==> src/rtl/isa_pkg.sv <==
// isa_pkg: shared instruction-word layout for the program loader and the
// control-unit decoder. Holds the legal opcodes, the bit position of every
// field, the decoded-field struct, the packing helper, and the loader FSM
// state encoding.
package isa_pkg;

    localparam logic [5:0] OP_SUMA  = 6'b000001;
    localparam logic [5:0] OP_RESTA = 6'b000010;

    // Field positions (LSB of each field) inside the 32-bit word.
    localparam int OPCODE_LSB = 26;
    localparam int RSVD_BIT   = 25;
    localparam int RD_LSB     = 22;
    localparam int R1_LSB     = 19;
    localparam int R2_LSB     = 16;
    localparam int I1_LSB     = 8;
    localparam int I2_LSB     = 0;

    typedef struct packed {
        logic [5:0] opcode;
        logic [2:0] rd;
        logic [2:0] r1;
        logic [2:0] r2;
        logic [7:0] i1;
        logic [7:0] i2;
    } instr_fields_t;

    // Loader FSM states.
    localparam logic [1:0] ST_IDLE  = 2'd0;
    localparam logic [1:0] ST_LOAD  = 2'd1;
    localparam logic [1:0] ST_DRAIN = 2'd2;
    localparam logic [1:0] ST_DONE  = 2'd3;

    function automatic logic [31:0] pack_instr(input instr_fields_t f);
        logic [31:0] w;
        w = '0;
        w[OPCODE_LSB +: 6] = f.opcode;
        w[RSVD_BIT]        = 1'b0;   // reserved, always zero
        w[RD_LSB +: 3]     = f.rd;
        w[R1_LSB +: 3]     = f.r1;
        w[R2_LSB +: 3]     = f.r2;
        w[I1_LSB +: 8]     = f.i1;
        w[I2_LSB +: 8]     = f.i2;
        return w;
    endfunction

    function automatic logic is_legal_opcode(input logic [5:0] op);
        return (op == OP_SUMA) || (op == OP_RESTA);
    endfunction

endpackage

==> src/rtl/sync_fifo.sv <==
// sync_fifo: single-clock FIFO with full/empty flags.
// Ports: push/wdata write side, pop/rdata read side (rdata is the head entry,
// valid whenever !empty), full/empty status. Push and pop may occur in the
// same cycle; a push while full is ignored, a pop while empty is ignored.
// DEPTH must be a power of 2 and at least 2.
module sync_fifo #(
    parameter int WIDTH = 32,
    parameter int DEPTH = 4
) (
    input  logic             clk,
    input  logic             rst_n,
    input  logic             push,
    input  logic [WIDTH-1:0] wdata,
    input  logic             pop,
    output logic [WIDTH-1:0] rdata,
    output logic             full,
    output logic             empty
);

    localparam int AW = $clog2(DEPTH);

    // Pointers carry one extra wrap bit so full and empty are distinguishable.
    logic [AW:0]      wr_ptr_q, wr_ptr_d;
    logic [AW:0]      rd_ptr_q, rd_ptr_d;
    logic [WIDTH-1:0] mem_q [DEPTH];
    logic             do_push, do_pop;

    assign empty   = (wr_ptr_q == rd_ptr_q);
    assign full    = (wr_ptr_q[AW] != rd_ptr_q[AW]) &&
                     (wr_ptr_q[AW-1:0] == rd_ptr_q[AW-1:0]);
    assign do_push = push && !full;
    assign do_pop  = pop && !empty;
    assign rdata   = mem_q[rd_ptr_q[AW-1:0]];

    always_comb begin
        wr_ptr_d = wr_ptr_q;
        rd_ptr_d = rd_ptr_q;
        if (do_push) wr_ptr_d = wr_ptr_q + (AW+1)'(1);
        if (do_pop)  rd_ptr_d = rd_ptr_q + (AW+1)'(1);
    end

    always_ff @(posedge clk or negedge rst_n) begin
        if (!rst_n) begin
            wr_ptr_q <= '0;
            rd_ptr_q <= '0;
        end else begin
            wr_ptr_q <= wr_ptr_d;
            rd_ptr_q <= rd_ptr_d;
        end
    end

    // Storage needs no reset: entries are only read once written.
    always_ff @(posedge clk) begin
        if (do_push) mem_q[wr_ptr_q[AW-1:0]] <= wdata;
    end

endmodule

==> src/rtl/instr_encoder.sv <==
// instr_encoder: packs decoded instruction fields into 32-bit words and writes
// them sequentially into instruction memory, buffering through a small FIFO.
// Ports:
//   start / finish       one-cycle pulses opening (IDLE) / closing (LOAD) a load
//   in_valid / in_ready  field input, in_opcode/in_rd/in_r1/in_r2/in_i1/in_i2
//   wr_valid / wr_ready  memory write, wr_addr / wr_data
//   busy, done           status (done is a one-cycle pulse)
//   err_opcode           sticky: an illegal opcode beat was dropped
//   err_overflow         sticky: input offered after MEM_WORDS words
//   word_count           words written to memory during this load
//   dbg_state            current FSM state (isa_pkg ST_* encoding)
// Handshake: a transfer happens on a rising edge where valid && ready are both
// high; valid never waits on ready, and once raised, valid and its payload hold
// until that transfer. in_ready depends only on state and counters.
module instr_encoder
    import isa_pkg::*;
#(
    parameter int FIFO_DEPTH = 4,
    parameter int ADDR_W     = 8,
    parameter int MEM_WORDS  = 256
) (
    input  logic              clk,
    input  logic              rst_n,
    input  logic              start,
    input  logic              finish,
    input  logic              in_valid,
    output logic              in_ready,
    input  logic [5:0]        in_opcode,
    input  logic [2:0]        in_rd,
    input  logic [2:0]        in_r1,
    input  logic [2:0]        in_r2,
    input  logic [7:0]        in_i1,
    input  logic [7:0]        in_i2,
    output logic              wr_valid,
    input  logic              wr_ready,
    output logic [ADDR_W-1:0] wr_addr,
    output logic [31:0]       wr_data,
    output logic              busy,
    output logic              done,
    output logic              err_opcode,
    output logic              err_overflow,
    output logic [ADDR_W:0]   word_count,
    output logic [1:0]        dbg_state
);

    localparam logic [ADDR_W:0] MEM_LIMIT = (ADDR_W+1)'(MEM_WORDS);

    logic [1:0]        state_q, state_d;
    logic [ADDR_W-1:0] addr_q, addr_d;
    logic [ADDR_W:0]   count_q, count_d;
    logic [ADDR_W:0]   pushed_q, pushed_d;
    logic              err_op_q, err_op_d;
    logic              err_ov_q, err_ov_d;

    logic              fifo_full, fifo_empty;
    logic [31:0]       fifo_rdata, packed_word;
    logic              below_limit, accept, legal, push, pop;
    instr_fields_t     fields;

    assign fields      = {in_opcode, in_rd, in_r1, in_r2, in_i1, in_i2};
    assign packed_word = pack_instr(fields);
    assign legal       = is_legal_opcode(in_opcode);

    // pushed_q counts only legal words, so illegal beats never use up room.
    assign below_limit = (pushed_q < MEM_LIMIT);
    assign in_ready    = (state_q == ST_LOAD) && !fifo_full && below_limit;
    assign accept      = in_valid && in_ready;
    assign push        = accept && legal;
    assign wr_valid    = !fifo_empty;
    assign pop         = wr_valid && wr_ready;

    sync_fifo #(
        .WIDTH (32),
        .DEPTH (FIFO_DEPTH)
    ) u_fifo (
        .clk   (clk),
        .rst_n (rst_n),
        .push  (push),
        .wdata (packed_word),
        .pop   (pop),
        .rdata (fifo_rdata),
        .full  (fifo_full),
        .empty (fifo_empty)
    );

    // Stale storage is masked so wr_data reads zero whenever nothing is offered.
    assign wr_data      = wr_valid ? fifo_rdata : 32'd0;
    assign wr_addr      = addr_q;
    assign word_count   = count_q;
    assign busy         = (state_q == ST_LOAD) || (state_q == ST_DRAIN);
    assign done         = (state_q == ST_DONE);
    assign err_opcode   = err_op_q;
    assign err_overflow = err_ov_q;
    assign dbg_state    = state_q;

    always_comb begin
        state_d  = state_q;
        addr_d   = addr_q;
        count_d  = count_q;
        pushed_d = pushed_q;
        err_op_d = err_op_q;
        err_ov_d = err_ov_q;

        // Address wraps naturally modulo 2^ADDR_W.
        if (pop) begin
            addr_d  = addr_q + ADDR_W'(1);
            count_d = count_q + (ADDR_W+1)'(1);
        end
        if (push) pushed_d = pushed_q + (ADDR_W+1)'(1);
        if (accept && !legal) err_op_d = 1'b1;
        if ((state_q == ST_LOAD) && in_valid && !below_limit) err_ov_d = 1'b1;

        case (state_q)
            ST_IDLE: begin
                if (start) begin
                    state_d  = ST_LOAD;
                    addr_d   = '0;
                    count_d  = '0;
                    pushed_d = '0;
                    err_op_d = 1'b0;
                    err_ov_d = 1'b0;
                end
            end
            ST_LOAD: begin
                // A beat accepted in this same cycle is still pushed above.
                if (finish) state_d = ST_DRAIN;
            end
            ST_DRAIN: begin
                // An empty FIFO means no write is outstanding.
                if (fifo_empty) state_d = ST_DONE;
            end
            ST_DONE:  state_d = ST_IDLE;
            default:  state_d = ST_IDLE;
        endcase
    end

    always_ff @(posedge clk or negedge rst_n) begin
        if (!rst_n) begin
            state_q  <= ST_IDLE;
            addr_q   <= '0;
            count_q  <= '0;
            pushed_q <= '0;
            err_op_q <= 1'b0;
            err_ov_q <= 1'b0;
        end else begin
            state_q  <= state_d;
            addr_q   <= addr_d;
            count_q  <= count_d;
            pushed_q <= pushed_d;
            err_op_q <= err_op_d;
            err_ov_q <= err_ov_d;
        end
    end

endmodule

==> config.mk <==
export PLATFORM = sky130hd
export DESIGN_NAME = instr_encoder
export DESIGN_NICKNAME = d
export VERILOG_FILES = /design/src/rtl/isa_pkg.sv /design/src/rtl/sync_fifo.sv /design/src/rtl/instr_encoder.sv
export SDC_FILE = /design/constraint.sdc
export NUM_CORES = 1
export LEC_CHECK = 0
export ABC_AREA = 1
export CAP_MARGIN = 0
export CORE_MARGIN = 2
export CORE_UTILIZATION = 60
export DETAILED_ROUTE_END_ITERATION = 8
export PLACE_DENSITY_LB_ADDON = 0.25
export RECOVER_POWER = 25
export SLEW_MARGIN = 40
export SYNTH_ARGS = -nofsm -noshare
export SYNTH_HDL_FRONTEND = slang
export SYNTH_HIERARCHICAL = 1
export SYNTH_SLANG_ARGS = --single-unit
==> constraint.sdc <==
create_clock -name clk -period 6.89 [get_ports clk]
set_input_delay 1.7225 -clock clk [delete_from_list [all_inputs] [get_ports clk]]
set_output_delay 1.7225 -clock clk [all_outputs]
set_load 0.05 [all_outputs]
==> run summary, run 1 <==
outcome: finished clean
cts hold-fix bufs: 0
CTS root buffer: clkbuf_16
total track usage: 24.66%
Post-CTS Resized: 0
wire length per cell: 16.16 um
Reg power frac: 30.8%
Fmax: 209.3 MHz
# clock sinks: 164
Max Clock Skew: 0.005447 ns
Leak: 3.564 nW
CP bufs+invs: 5
slowest cell delay on critical path: 0.72 ns
synth top area cells: edfxtp_1, dfrtp_1, nor2_1, o21ai_0, nand2_1
first-pass GRT wire length: 24,090 um
FILL cells: 728
Yosys cell types: 34
PortBufs: 93
HP Class: flop to flop
clock network power share: 25.1%
Tightest Pin Transition: 0.6640 ns
Final setup viols: 0
Worst-Skew Late Latency: 0.42 ns
Yosys reg bits: 164
Logic pwr share: 44.2%
largest net degree at the start of global routing: 66
Initial Util: 60.73%
Hold Fails Final Rpt: 0
DR DRC count: 0
P_int: 0.002164 W
worst-path cell chain: inv_1, nand2_1, nand2_1, nand3_2, inv_1, buf_4, inv_1, clkdlybuf4s50_1
CTS tree: done
hold_sp: err_overflow
Final Max Tran Viols: 0
post-synthesis sequential area ratio: 65.87%
DP HPWL: 9450 um
Startpoint Class: flop
Critical Path AT: 3.06 ns
Mapped Cells: 681
final worst path period share: 69.34%
final WL: 15,220 um
Main synth FF type: edfxtp_1
crit path kind: flop to output pin
nets: 832
Syn-to-layout area delta: 24.82%
synthesized area per cell: 10.58 um^2
r2r endpoint: u_fifo/mem_q[0][18]
via count: 5,177
grt ovf: 0
Psw: 0.001585 W
Tmin final: 4.778 ns
Placeable Area: 0.01186 mm^2
unrepaired setup endpoints after global routing: no
crit path max fanout: 20
top-area cell type share of the netlist area: 53.36%
setup slack, reg-to-reg: 4.07 ns
vias in the first global route: 5,011
Synth Cell Area: 0.007203 mm^2
Vias/cell: 5.496
ys async rst share: 21.95%
DR pass1 iterations: 5
clock buffer depth: 2
antenna fix cells: 0
Rel. slew slack: 55.62%
Vert. Die Dim: 113.6 um
Largest delay share family, worst path: buffers and inverters
initial antenna violation count: 0
Max-Cap Viols: 0
floorplan row count: 40
H-tree depth: 4
layout cells sized above 1: 7.799%
EDFF count, synth: 128
I/O Pins: 94
most used cell, CP: inv_1
critical path required time: 5.17 ns
Worst Hold End: err_overflow
PwrDens: 417.0 mW/mm^2
DR iter-0 viols: 471
total CTS buffers: 17
postcts setup bufs: 0
pre-CTS WS: 2.526 ns
ANT nets after route: 0
die area: 0.01290 mm^2
worst reg-to-reg path cell count: 12
hold depth: 1
R2R Path Start: u_fifo/wr_ptr_q[1]
Final WS setup: 2.112 ns
most common cell in the synthesized netlist: nor2_1
slowest CP cell: clkdlybuf4s50_1
switching part of the total: 42.28%
Fin Setup TNS: 0 ns
Yosys top cell by area: edfxtp_1
Synth Warn #: 6
clk slew on worst S/H paths: 0.06 ns
peak supply drop: 0.0003074 V
Die W: 113.6 um
most frequent cells after synthesis: nor2_1, edfxtp_1, nand2_1
Placer Congestion: 0.8296
Worst Setup End Kind: output pin
worst max-delay path by stage:
stage / from / endpoint / cells past startpoint
after floorplan: in_opcode[4] / u_fifo/mem_q[0][0] / 7
after global placement: in_opcode[5] / u_fifo/mem_q[2][5] / 8
after detailed placement: u_fifo/wr_ptr_q[1] / wr_valid / 8
after CTS: u_fifo/wr_ptr_q[1] / wr_valid / 8
after global routing: u_fifo/wr_ptr_q[1] / wr_valid / 8
final: u_fifo/wr_ptr_q[1] / wr_valid / 8
power groups by stage:
| stage | Combinational [W] | Sequential, W | Clock [W] |
|---|---|---|---|
| finish | 0.00166 | 0.00115 | 0.000940 |
| detailed placement | 0.00166 | 0.00117 | 0 |
| global route | 0.00177 | 0.00116 | 0.000993 |
| global placement | 0.00163 | 0.00117 | 0 |
| floorplan | 0.00110 | 0.00124 | 0 |
| CTS | 0.00167 | 0.00115 | 0.000949 |
registers in the layout, summed over array words and instances, names as in the netlist:
name	flops
pushed_q	9
err_overflow	1
dbg_state	2
u_fifo/mem_q	128
u_fifo/wr_ptr_q	3
wr_addr	8
u_fifo/rd_ptr_q	3
err_opcode	1
word_count	9
per-layer routing:
layer / vias to the layer above / share of wire [%] / wire [um] / global-route usage, %
met5: - / 0 / 0 / 0
met4: 0 / 1.8 / 274 / 10.65
met3: 17 / 6.3 / 957 / 6.429
met2: 172 / 51 / 7762 / 40.96
met1: 2497 / 41 / 6227 / 30.96
li1: 2491 / - / - / -
stage by stage:
step | hold WS (ns) | total power [W] | area [um^2] | cells | util (%)
after global routing | 0.5260 | 0.003920 | 8991 | 942 | 75.80
after floorplan | 0.5079 | 0.002336 | 7214 | 684 | -
final | 0.5111 | 0.003749 | 8991 | 942 | 75.80
after detailed placement | 0.4895 | 0.002831 | 8401 | 910 | 70.82
after CTS | 0.5081 | 0.003770 | 8991 | 942 | 75.80
after global placement | 0.4783 | 0.002793 | 8268 | 903 | 69.70
layout by cell type (no fill, tap or decap), types with 3 or more instances in the layout:
| cell type | Yosys | routed |
|---|---|---|
| nand2_2 | 3 | 3 |
| dlygate4sd3_1 | 0 | 25 |
| nor2_2 | 3 | 3 |
| conb_1 | 1 | 4 |
| xor2_1 | 3 | 3 |
| clkinv_1 | 1 | 3 |
| clkbuf_16 | 0 | 17 |
| nor2_1 | 139 | 135 |
| edfxtp_1 | 128 | 128 |
| inv_1 | 81 | 81 |
| nor2_4 | 1 | 5 |
| dfrtp_1 | 36 | 35 |
| clkinvlp_4 | 0 | 5 |
| bufinv_16 | 0 | 3 |
| a21oi_1 | 14 | 14 |
| o22ai_1 | 32 | 32 |
| buf_8 | 0 | 5 |
| ha_1 | 13 | 13 |
| nand3_1 | 19 | 19 |
| o21ai_0 | 73 | 73 |
| nor3_1 | 4 | 4 |
| clkdlybuf4s50_1 | 0 | 68 |
| nand2_1 | 87 | 87 |
| clkinv_2 | 0 | 3 |
| buf_4 | 2 | 5 |
cells by family (layout without fill, tap and decap cells):
logic type                 count (synthesis)  after routing  share of synthesized area [%]
and+or+nand+nor                          266            266                          15.62
DFF                                      164            164                          65.87
AOI/OAI and AO/OA                        122            122                          9.154
buffers and inverters                    110            221                          6.184
adders and majority gates                 13             13                          2.258
xor gates and xnor gates                   5              5                         0.8686
other                                      1              4                        0.05206
final cells by class:
cell class                 count  area, um^2  share of cell area, %
inverter                      84       317.8                  3.535
tap                          147       183.9                  2.046
clock inverter                14       161.4                  1.795
clock buffer                  18       429.2                  4.773
sequential                   164        4746                  52.78
timing repair buffer         105        1099                  12.22
multi-input combinational    410        2054                  22.85
No activity file was read; power rests on OpenSTA's default activity.
==> run 2: changes to the inputs <==
--- a/config.mk
+++ b/config.mk
@@ -8,7 +8,7 @@
 export ABC_AREA = 1
 export CAP_MARGIN = 0
 export CORE_MARGIN = 2
-export CORE_UTILIZATION = 60
+export CORE_UTILIZATION = 50
 export DETAILED_ROUTE_END_ITERATION = 8
 export PLACE_DENSITY_LB_ADDON = 0.25
 export RECOVER_POWER = 25
==> constraint.sdc (replaced) <==
create_clock -name clk -period 4.1 [get_ports clk]
set_input_delay 1.025 -clock clk [delete_from_list [all_inputs] [get_ports clk]]
set_output_delay 1.025 -clock clk [all_outputs]
set_load 0.05 [all_outputs]
==> run summary, run 2 (synthesis results as in run 1) <==
Syn-to-layout area delta: 23.33%
slowest CP cell: dfrtp_1
max reg flops: 128 (unchanged)
P_int: 0.003627 W (+68%)
outcome: finished clean
# clock sinks: 164 (unchanged)
Startpoint Class: flop
commonest non-fill, non-tap cell in the layout: nor2_1
Tmin final: 3.484 ns
PwrDens: 704.6 mW/mm^2 (+69%)
Tightest Pin Transition: 1.338 ns (+0.6740 ns)
layout cells sized above 1: 11.95% (+4.2 points)
DR DRC count: 0 (unchanged)
Final Max Tran Viols: 0 (unchanged)
commonest non-fill, non-tap cells in the layout: nor2_1, edfxtp_1, nand2_1
total CTS buffers: 17 (unchanged)
CTS tree: done
via count: 5,051 (-2.4%)
setup slack, reg-to-reg: 1.41 ns (-2.66 ns)
Vert. Die Dim: 124.0 um (+9.2%)
total track usage: 20.56% (-4.1 points)
clock buffer depth: 2 (unchanged)
clk slew on worst S/H paths: 0.06 ns (about the same)
vias in the first global route: 4,787 (-4.5%)
peak supply drop: 0.0005502 V (+79%)
postcts setup bufs: 0 (unchanged)
r2r endpoint: u_fifo/mem_q[3][20]
final worst path period share: 84.98%
critical path required time: 3.07 ns (-2.10 ns)
CTS root buffer: clkbuf_16
antenna fix cells: 0 (unchanged)
Reg power frac: 31.0% (+0.2 points)
die area: 0.01538 mm^2 (+19%)
final WL: 14,860 um (-2.4%)
Vias/cell: 5.181 (-5.7%)
Post-CTS Resized: 0 (unchanged)
Hold Fails Final Rpt: 0 (unchanged)
Initial Util: 51.49% (-9.2 points)
initial antenna violation count: 0 (unchanged)
Psw: 0.002632 W (+66%)
Tot Pwr: 0.006259 W (+67%)
Worst-Skew Late Latency: 0.42 ns (about the same)
clock network power share: 25.5% (+0.4 points)
PortBufs: 93 (unchanged)
Logic pwr share: 43.4% (-0.8 points)
largest net degree at the start of global routing: 55 (-17%)
Die W: 124.0 um (+9.2%)
slowest cell delay on critical path: 0.49 ns (-0.23 ns)
CP Capture Point: wr_data[26]
worst reg-to-reg path cell count: 11 (-1)
Max-Cap Viols: 0 (unchanged)
hold slack: 0.5040 ns (-0.007143 ns)
I/O Pins: 94 (unchanged)
unrepaired setup endpoints after global routing: no
Max Clock Skew: 0.009194 ns (+0.003747 ns)
Worst Setup End Kind: output pin
area of the multi-input gates: 0.002054 mm^2 (unchanged)
Fmax: 287.0 MHz
Non-Filler Instances: 975 (+3.5%)
floorplan row count: 43 (+7.5%)
wire length per cell: 15.24 um (-5.7%)
FILL cells: 1,107 (+52%)
DR pass1 iterations: 5 (unchanged)
cts hold-fix bufs: 0 (unchanged)
grt ovf: 0 (unchanged)
hold_sp: err_overflow
nets: 832 (unchanged)
first-pass GRT wire length: 23,620 um (-2.0%)
Fin Setup TNS: 0 ns (unchanged)
Placeable Area: 0.01399 mm^2 (+18%)
ANT nets after route: 0 (unchanged)
register area: 0.004746 mm^2 (unchanged)
Rel. slew slack: 10.80% (-45 points)
R2R Path Start: u_fifo/rd_ptr_q[1]
crit path kind: flop to output pin
DR iter-0 viols: 409 (-13%)
placed cell count: 943 (+3.6%)
Final setup viols: 0 (unchanged)
HP Class: flop to flop
Leak: 3.608 nW (+1.3%)
crit path max fanout: 31 (+55%)
Critical Path Source: u_fifo/rd_ptr_q[1]
Util after Layout: 63.51% (-12 points)
worst-path cell chain: inv_1, nand2_1, nand2_1, nand3_2, inv_1, buf_4, nor2_1, buf_4
Placer Congestion: 0.8028 (-3.2%)
H-tree depth: 4 (unchanged)
DP HPWL: 9308 um (-1.5%)
Critical Path AT: 2.46 ns (-0.60 ns)
switching part of the total: 42.05% (-0.23 points)
-- run 2: cell types whose count changed in the layout (fill, tap and decap cells not counted), moves of 2 or more --
cell             before  now
clkbuf_1              1    4
dlygate4sd3_1        25   16
clkinvlp_4            5    1
clkbuf_8              0    3
buf_4                 5   44
buf_16                2    0
clkdlybuf4s50_1      68   42
buf_8                 5    0
-- run 2: final cells by class --
cell class / instances / share of cell area [%]
Clock buffer: 22 / 5.338
Clock inverter: 10 / 1.465
Inverter: 84 / 3.549
Multi-Input combinational cell: 410 / 23.13
Sequential cell: 164 / 53.42
Tap cell: 180 / 2.535
Timing Repair Buffer: 105 / 10.56
-- run 2: stage by stage --
step,area [um^2],worst slack [ns]
after floorplan,7214,0.6502
after global placement,8289,0.7173
after detailed placement,8284,0.6549
after CTS,8889,0.5836
after global routing,8884,0.4377
final,8884,0.6159
-- run 2: worst max-delay path, delay by kind of cell, from the launching register on --
family	cells	cell delay, ns
DFF	1	0.49
buffers and inverters	4	1.09
and+or+nand+nor	4	0.44
-- run 2: worst min path at each step --
| stage | cells after the start | slack (ns) | end |
|---|---|---|---|
| 3_5_place_dp | 1 | 0.49 | err_overflow |
| 3_3_place_gp | 1 | 0.49 | err_overflow |
| 6_report | 1 | 0.50 | err_overflow |
| 2_1_floorplan | 2 | 0.51 | pushed_q[1] |
| 4_1_cts | 1 | 0.51 | err_overflow |
| 5_1_grt | 1 | 0.52 | err_overflow |
-- run 2: metal layers --
layer  track usage (%)  vias up  part of all wire (%)
li1                  -     2484                     -
met3             4.212       20                   5.0
met5                 0        -                     0
met1             27.96     2404                    44
met2             32.86      143                    50
met4             7.725        0                   1.6
-- run 2: power by group through the flow --
stage / Sequential, W / Combinational [W] / Clock, W
2_1_floorplan: 0.00208 / 0.00185 / 0
3_3_place_gp: 0.00197 / 0.00267 / 0
3_5_place_dp: 0.00197 / 0.00274 / 0
4_1_cts: 0.00194 / 0.00274 / 0.00163
5_1_grt: 0.00195 / 0.00292 / 0.00170
6_report: 0.00194 / 0.00272 / 0.00160
==> run 3: changes to the inputs <==
--- a/config.mk
+++ b/config.mk
@@ -8,7 +8,7 @@
 export ABC_AREA = 1
 export CAP_MARGIN = 0
 export CORE_MARGIN = 2
-export CORE_UTILIZATION = 50
+export CORE_UTILIZATION = 55
 export DETAILED_ROUTE_END_ITERATION = 8
 export PLACE_DENSITY_LB_ADDON = 0.25
 export RECOVER_POWER = 25
==> constraint.sdc (replaced) <==
create_clock -name clk -period 3.6 [get_ports clk]
set_input_delay 0.9 -clock clk [delete_from_list [all_inputs] [get_ports clk]]
set_output_delay 0.9 -clock clk [all_outputs]
set_load 0.05 [all_outputs]
==> run summary, run 3 (synthesis results as in run 1) <==
CTS tree: done
clk slew on worst S/H paths: 0.06 ns (about the same)
die area: 0.01403 mm^2 (-8.8%)
DP HPWL: 9460 um (+1.6%)
H-tree depth: 4 (unchanged)
HP Class: flop to flop
Worst-Skew Late Latency: 0.42 ns (about the same)
vias in the first global route: 4,980 (+4.0%)
ANT nets after route: 0 (unchanged)
antenna fix cells: 0 (unchanged)
wire length per cell: 15.45 um (+1.4%)
Max-Cap Viols: 0 (unchanged)
Placer Congestion: 0.7934 (-1.2%)
Post-CTS Resized: 0 (unchanged)
hold_sp: err_overflow
unrepaired setup endpoints after global routing: no
Rel. slew slack: 60.11% (+49 points)
total CTS buffers: 17 (unchanged)
Startpoint Class: flop
Tightest Pin Transition: 0.5977 ns (-0.7402 ns)
Final Max Tran Viols: 0 (unchanged)
Fmax: 295.8 MHz
Die W: 118.4 um (-4.5%)
# clock sinks: 164 (unchanged)
Leak: 3.623 nW (+0.39%)
P_int: 0.004095 W (+13%)
hold depth: 1 (unchanged)
Final setup viols: 0 (unchanged)
worst reg-to-reg path cell count: 11 (unchanged)
DR pass1 iterations: 6 (+1)
r2r endpoint: u_fifo/mem_q[2][19]
max layer used: met4
crit path max fanout: 28 (-9.7%)
Syn-to-layout area delta: 24.04%
final worst path period share: 93.91%
Critical Path AT: 2.48 ns (+0.02 ns)
DR DRC count: 0 (unchanged)
Reg power frac: 31.4% (+0.4 points)
register area: 0.004746 mm^2 (unchanged)
FILL cells: 933 (-16%)
CTS root buffer: clkbuf_16
total track usage: 22.40% (+1.8 points)
DR iter-0 viols: 476 (+16%)
met3 WL: 928 um (+24%)
initial antenna violation count: 0 (unchanged)
switching part of the total: 42.47% (+0.42 points)
largest net degree at the start of global routing: 45 (-18%)
max reg flops: 128 (unchanged)
grt ovf: 0 (unchanged)
peak supply drop: 0.0005117 V (-7.0%)
Worst Hold End: err_overflow
WL met1: 6169 um (-5.0%)
final WL: 14,940 um (+0.55%)
setup slack, reg-to-reg: 1.02 ns (-0.39 ns)
Tmin final: 3.381 ns
Tot Pwr: 0.007118 W (+14%)
Vias/cell: 5.312 (+2.5%)
commonest non-fill, non-tap cell in the layout: nor2_1
clock buffer depth: 2 (unchanged)
clock network power share: 24.7% (-0.8 points)
Initial Util: 56.62% (+5.1 points)
cts hold-fix bufs: 0 (unchanged)
PwrDens: 796.6 mW/mm^2 (+13%)
area of the multi-input gates: 0.002054 mm^2 (unchanged)
Worst Setup End Kind: output pin
nets: 832 (unchanged)
Fin Setup TNS: 0 ns (unchanged)
floorplan row count: 41 (-4.7%)
Max Clock Skew: 0.008916 ns (-0.0002780 ns)
critical path required time: 2.70 ns (-0.37 ns)
I/O Pins: 94 (unchanged)
PortBufs: 93 (unchanged)
Placeable Area: 0.01272 mm^2 (-9.1%)
crit path kind: flop to output pin
Hold Fails Final Rpt: 0 (unchanged)
R2R Path Start: u_fifo/rd_ptr_q[1]
met2 WL: 7553 um (+2.5%)
commonest non-fill, non-tap cells in the layout: nor2_1, edfxtp_1, nand2_1
postcts setup bufs: 0 (unchanged)
first-pass GRT wire length: 24,490 um (+3.7%)
Vert. Die Dim: 118.4 um (-4.5%)
via count: 5,137 (+1.7%)
Psw: 0.003023 W (+15%)
outcome: finished clean
Logic pwr share: 43.9% (+0.5 points)
layout cells sized above 1: 11.95% (unchanged)
run 3: cell types whose count changed in the layout (fill, tap and decap cells not counted), sizes merged:
cell,before,now
buf,45,46
bufinv,3,2
clkdlybuf4s50,42,34
dlygate4sd3,16,25
clkinvlp,1,2
clkbuf,24,22
run 3: how the worst max path moves through the flow:
stage,start,to,slack [ns],cells after the start
3_5_place_dp,in_opcode[4],u_fifo/mem_q[3][29],0.56,9
2_1_floorplan,in_opcode[4],u_fifo/mem_q[0][0],0.28,7
5_1_grt,u_fifo/rd_ptr_q[1],wr_data[20],0.003,8
6_report,u_fifo/rd_ptr_q[0],wr_data[20],0.22,6
3_3_place_gp,in_opcode[5],u_fifo/mem_q[3][29],0.62,9
4_1_cts,u_fifo/rd_ptr_q[1],wr_data[20],0.19,7
run 3: area by class of cell:
| cell class | instances | share of cell area (%) |
|---|---|---|
| Inverter | 84 | 3.529 |
| Tap cell | 172 | 2.409 |
| Sequential cell | 164 | 53.12 |
| Clock inverter | 10 | 1.190 |
| Timing Repair Buffer | 105 | 11.45 |
| Clock buffer | 22 | 5.307 |
| Multi-Input combinational cell | 410 | 22.99 |
run 3: critical path: stages, from the launching register on:
cell	delay, ns
dfrtp_2	0.69
xnor2_4	0.19
nand3_2	0.15
inv_1	0.48
buf_12	0.25
nor2_1	0.08
buf_4	0.19
run 3: metal layers:
metal	vias to the layer above	global-route usage, %
met5	-	0
met4	0	9.301
met3	23	6.033
met2	190	37.39
met1	2441	27.70
li1	2483	-
run 3: metrics by stage:
stage,setup slack (ns),instance area (um^2),instances,util [%],hold WS [ns]
2_1_floorplan,0.2752,7214,684,-,0.5079
3_3_place_gp,0.6202,8354,935,65.67,0.4798
3_5_place_dp,0.5626,8354,935,65.67,0.4821
4_1_cts,0.1916,8935,967,70.23,0.5066
5_1_grt,0.002868,8935,967,70.23,0.5381
6_report,0.2194,8935,967,70.23,0.5059
run 3: power groups by stage:
stage | clock (W) | sequential, W | combinational (W)
after global routing | 0.00187 | 0.00224 | 0.00334
after global placement | 0 | 0.00226 | 0.00307
after detailed placement | 0 | 0.00227 | 0.00314
final | 0.00176 | 0.00223 | 0.00312
after CTS | 0.00178 | 0.00223 | 0.00315
after floorplan | 0 | 0.00237 | 0.00210
